`src/rtl/ds_modulator_cifb.sv`:
```
// Single-bit CIFB delta-sigma modulator with optional resonators, saturating
// integrators and automatic recovery from sustained integrator saturation.
module ds_modulator_cifb #(
    parameter int ORDER       = 5,
    parameter int DW          = 24,
    parameter int IW          = 41,
    parameter int CW          = 18,
    parameter int COEF_FRAC   = 16,
    parameter int FS          = 2**23,
    parameter logic [CW-1:0] B_COEF = CW'(65536),
    parameter logic [ORDER*CW-1:0] A_COEF = {ORDER{CW'(65536)}},
    parameter logic [ORDER*CW-1:0] C_COEF = {ORDER{CW'(65536)}},
    parameter logic [((ORDER/2 > 0) ? ORDER/2 : 1)*CW-1:0] G_COEF = '0,
    parameter int SAT_LIMIT   = 64,
    parameter int RECOVER_LEN = 32
) (
    input  logic             clk,
    input  logic             rst,
    input  logic             enable,
    input  logic [DW-1:0]    din,
    output logic             dout,
    output logic             recovering,
    output logic [ORDER-1:0] sat_flags,
    output logic [15:0]      recover_count
);
    localparam int PW  = IW + 2;
    localparam int SCW = $clog2(SAT_LIMIT + 1);
    localparam int RCW = (RECOVER_LEN > 1) ? $clog2(RECOVER_LEN) : 1;
    localparam logic signed [PW-1:0] SMAX = {3'b000, {(IW-1){1'b1}}};
    localparam logic signed [PW-1:0] SMIN = -SMAX;
    localparam logic signed [PW-1:0] FS_P = PW'(FS);

    typedef enum logic {RUN, RECOVER} state_e;

    function automatic logic signed [PW-1:0] prod(input logic signed [PW-1:0] x,
                                                  input logic [CW-1:0] c);
        logic signed [PW+CW-1:0] p;
        p = $signed({{CW{x[PW-1]}}, x}) * $signed({{PW{c[CW-1]}}, c});
        p = p >>> COEF_FRAC;
        return p[PW-1:0];
    endfunction

    function automatic logic signed [PW-1:0] sx(input logic [IW-1:0] a);
        return PW'($signed(a));
    endfunction

    state_e                   state_q, state_d;
    logic [ORDER-1:0][IW-1:0] integ_q, integ_d, integ_run;
    logic [ORDER-1:0]         flags_q, flags_d, clamp;
    logic [SCW-1:0]           sat_cnt_q, sat_cnt_d;
    logic [RCW-1:0]           rec_cnt_q, rec_cnt_d;
    logic [15:0]              rcount_q, rcount_d;
    logic                     dout_q, dout_d;
    logic signed [PW-1:0]     fb_out, v;
    logic                     q;

    assign fb_out = prod(sx(integ_q[ORDER-1]), C_COEF[(ORDER-1)*CW +: CW]);
    assign q      = ~fb_out[PW-1];
    assign v      = q ? FS_P : -FS_P;

    for (genvar n = 0; n < ORDER; n++) begin : g_stage
        logic signed [PW-1:0] src, res, sum;
        if (n == 0) begin : g_in
            assign src = prod(PW'($signed(din)), B_COEF);
        end else begin : g_chain
            assign src = prod(sx(integ_q[n-1]), C_COEF[(n-1)*CW +: CW]);
        end
        // Resonator feedback from the following integrator on even 1-based stages.
        if ((n % 2 == 1) && (n < ORDER - 1)) begin : g_res
            assign res = prod(sx(integ_q[n+1]), G_COEF[((n+1)/2-1)*CW +: CW]);
        end else begin : g_nores
            assign res = '0;
        end
        assign sum          = sx(integ_q[n]) + src - prod(v, A_COEF[n*CW +: CW]) - res;
        assign clamp[n]     = (sum > SMAX) || (sum < SMIN);
        assign integ_run[n] = (sum > SMAX) ? SMAX[IW-1:0] :
                              (sum < SMIN) ? SMIN[IW-1:0] : sum[IW-1:0];
    end

    always_comb begin
        state_d   = state_q;
        integ_d   = integ_q;
        flags_d   = flags_q;
        sat_cnt_d = sat_cnt_q;
        rec_cnt_d = rec_cnt_q;
        rcount_d  = rcount_q;
        dout_d    = dout_q;
        if (enable) begin
            case (state_q)
                RUN: begin
                    dout_d  = q;
                    flags_d = clamp;
                    integ_d = integ_run;
                    if (|clamp) begin
                        if (sat_cnt_q == SCW'(SAT_LIMIT - 1)) begin
                            state_d   = RECOVER;
                            integ_d   = '0;
                            sat_cnt_d = '0;
                            rec_cnt_d = '0;
                            if (rcount_q != 16'hFFFF) rcount_d = rcount_q + 16'd1;
                        end else begin
                            sat_cnt_d = sat_cnt_q + 1'b1;
                        end
                    end else begin
                        sat_cnt_d = '0;
                    end
                end
                RECOVER: begin
                    // Alternating bits keep the output zero-mean while the loop is flushed.
                    dout_d  = ~rec_cnt_q[0];
                    flags_d = '0;
                    integ_d = '0;
                    if (rec_cnt_q == RCW'(RECOVER_LEN - 1)) begin
                        state_d   = RUN;
                        rec_cnt_d = '0;
                    end else begin
                        rec_cnt_d = rec_cnt_q + 1'b1;
                    end
                end
                default: state_d = RUN;
            endcase
        end
    end

    always_ff @(posedge clk) begin
        if (rst) begin
            state_q   <= RUN;
            integ_q   <= '0;
            flags_q   <= '0;
            sat_cnt_q <= '0;
            rec_cnt_q <= '0;
            rcount_q  <= '0;
            dout_q    <= 1'b0;
        end else begin
            state_q   <= state_d;
            integ_q   <= integ_d;
            flags_q   <= flags_d;
            sat_cnt_q <= sat_cnt_d;
            rec_cnt_q <= rec_cnt_d;
            rcount_q  <= rcount_d;
            dout_q    <= dout_d;
        end
    end

    assign dout          = dout_q;
    assign recovering    = (state_q == RECOVER);
    assign sat_flags     = flags_q;
    assign recover_count = rcount_q;
endmodule

```
`config.mk`:
```
export PLATFORM = sky130hd
export DESIGN_NAME = ds_modulator_cifb
export DESIGN_NICKNAME = d
export VERILOG_FILES = /design/src/rtl/ds_modulator_cifb.sv
export SDC_FILE = /design/constraint.sdc
export NUM_CORES = 1
export LEC_CHECK = 0
export ABC_AREA = 1
export BUFFER_PORTS_ARGS = -buffer_cell sky130_fd_sc_hd__buf_2
export CELL_PAD_IN_SITES_DETAIL_PLACEMENT = 1
export CELL_PAD_IN_SITES_GLOBAL_PLACEMENT = 2
export CORE_MARGIN = 4
export CORE_UTILIZATION = 35
export DETAILED_ROUTE_END_ITERATION = 10
export PLACE_DENSITY_LB_ADDON = 0.08
export SYNTH_ARGS = -nofsm -noshare
export SYNTH_HDL_FRONTEND = slang
export SYNTH_SLANG_ARGS = --single-unit
export TNS_END_PERCENT = 100
```
`constraint.sdc`:
```
create_clock -name clk -period 10.5 [get_ports clk]
set_input_delay 0.525 -clock clk [delete_from_list [all_inputs] [get_ports clk]]
set_output_delay 0.525 -clock clk [all_outputs]
set_load 0.005 [all_outputs]
```
==> qor.yml <==
synthXorXnorAreaFrac: 0.0130
worst-path-buf-inv: 7
port-buffer-count: 49
endpoint_kind: "register"
ys_ff_latch: 240
fp.coreArea_mm2: 0.0936
die_area_mm2: 0.0995
die_w_um: 315
clockBufferDepth: 3
route.vias.total: 35059
status: "completed"
gp_congestion: 0.915
h-tree-depth: 2
numCtsBuffers: 35
synth_compound_area_frac: 0.102
cp-start-kind: "register"
drive_gt1_frac: 0.0429
ys_types: 51
synth_area_mm2: 0.0331
met1_usage: 0.386
top_usage_layer: "met2"
fin_crit_sh: 0.668
io_pins: 50
n_fill_cell: 13218
worstSetupPathType: "register to register"
worst_pin_slew_ns: 1.03
antenna_found_initial: 6
area_delta_synth_final_pct: 7.16
ant_nets: 0
wl_per_cell_um: 18.2
hold_viol: 0
grt_first_pass_wirelength_mm: 202
cpLargestDelayFamily: "buffers and inverters"
worst_clock_skew_ns: 0.0297
synthArstFlopShare: 0
hold_depth: 2
synth_edf_count: 0
overflow: 0
rsz0062_at_grt: "no"
critical_path.slowest_cell: "buf_4"
drv_cap: 0
drt_wl_total_mm: 131
die_h_um: 315
synth_seq_area_share: 0.145
fmax_ghz: 0.143
synthFlopType: "dfxtp_1"
synth_nets: 6340
crit_top_cell: "nand2_1"
grt_pass1_vias: 34962
route.detailed.drc: 0
synthCells: 5898
cp.arrival_ns: 7.47
cts.sinks: 240
grt_use_met2: 0.412
cts.clk_slew.worst_paths_ns: 0.05
synth_warnings: 0
rows: 112
cp.required_ns: 10.95
setup_tns_ns: 0
grt_use_met3: 0.0284
clock_latency_ns: 0.57
cts.repair.resized: 0
synth_top_family_by_area: "simple AND/OR/NAND/NOR gates"
fin_crit_ns: 7.02
critPathMaxFanout: 75
track_usage: 0.260
hold_path.class: "input port to register"
cp.depth: 26
r2r_slack_ns: 3.48
slew_headroom: 0.312
setup_viol: 0
critical-path-max-stage-delay_ns: 0.77
start_util: 0.353
dp_hpwl_mm: 109
synth_fa_ha_area_frac: 0.176
post_cts_buffers: 0
synth_mux_area_frac: 0
ctsRootBufferMaster: "clkbuf_16"
dr.pass1.iters: 5
holdBufCountCts: 0
finalNetCount: 6332
cts_tree: "done"
grt_max_degree: 131
via_per_inst: 4.89
r2r_cells: 26
synthSimpleGateAreaFrac: 0.396
syn_area_per_cell_um2: 5.61
slew_violations: 0
drt_iter0_markers: 1942
==> cell type report <==
type / instances / area [µm²] / area share
Tap cell: 1254 / 1570 / 0.0442
Inverter: 1274 / 4790 / 0.135
Multi-Input combinational cell: 4271 / 22700 / 0.640
Antenna cell: 3 / 7.51 / 0.000212
Clock buffer: 49 / 1020 / 0.0288
Sequential cell: 240 / 4810 / 0.136
Clock inverter: 15 / 134 / 0.00378
Timing Repair Buffer: 68 / 423 / 0.0119
==> cell usage after synthesis, types with 4 or more instances <==
master	instances	area share
a21oi_1	370	0.056
nor2_1	425	0.048
dfxtp_1	240	0.15
fa_1	84	0.051
a211oi_1	4	0.00091
nor3_1	65	0.0098
xor2_1	35	0.0093
nand2_1	2242	0.25
nand4_1	56	0.011
buf_2	19	0.0029
inv_1	1263	0.14
dlygate4sd1_1	18	0.0048
ha_1	331	0.13
nor2_2	7	0.0013
o21ai_0	68	0.010
o21ai_1	5	0.00076
a21oi_2	68	0.018
buf_8	8	0.0036
nand3b_1	48	0.011
o21bai_1	27	0.0061
a31oi_1	4	0.00076
o211ai_1	10	0.0023
buf_12	8	0.0048
nand2_2	31	0.0059
inv_2	9	0.0010
xnor2_1	14	0.0037
a21o_1	12	0.0027
nand3_1	329	0.050
clkbuf_1	50	0.0057
nor4_1	8	0.0015
==> layout by cell type (no fill, tap or decap), drive strengths merged, types with 27 or more instances in the layout <==
cell    instances
nand2        2273
inv          1274
a21oi         439
nor2          432
nand3         332
ha            331
dfxtp         240
fa             84
o21ai          73
buf            68
nor3           67
nand4          56
clkbuf         49
nand3b         48
xor2           35
o21bai         27
==> state kept, by name, indices dropped and copies added, names as in the netlist <==
name           count
integ_q          205
sat_flags          5
dout               1
recovering         1
sat_cnt_q          7
rec_cnt_q          5
recover_count     16
==> metal layers <==
layer	part of all wire	vias to the layer above	routed length, µm
met3	0.042	104	5520
met4	0.017	0	2180
met5	0	-	0
met1	0.52	16478	67300
li1	-	17982	-
met2	0.43	495	55500
==> cell families after synthesis <==
kind of cell	after synthesis
flops	240
buf+inv	1387
compound gates	583
simple gates	3224
xor+xnor	49
fa+ha+maj	415
==> per-stage QoR <==
| step | utilization | worst slack (ns) | cells | hold WS [ns] | area [µm²] |
|---|---|---|---|---|---|
| 2_1_floorplan | - | 2.27 | 5898 | 0.444 | 33100 |
| 3_3_place_gp | 0.366 | 3.68 | 7107 | 0.451 | 34300 |
| 3_5_place_dp | 0.366 | 3.54 | 7107 | 0.456 | 34300 |
| 4_1_cts | 0.379 | 3.46 | 7171 | 0.465 | 35500 |
| 5_1_grt | 0.379 | 2.79 | 7171 | 0.483 | 35500 |
| 6_report | 0.379 | 3.48 | 7174 | 0.457 | 35500 |
==> path summary, 6_finish.rpt <==
check | start | to
worst max-delay path | integ_q[204] | integ_q[159]
worst min register to register | integ_q[183] | integ_q[183]
worst max register to register | integ_q[204] | integ_q[159]
worst min-delay path | rst | sat_flags[4]
Power is not shown: default switching activity piles up to over one toggle a cycle in this logic, so the estimate is an artifact.
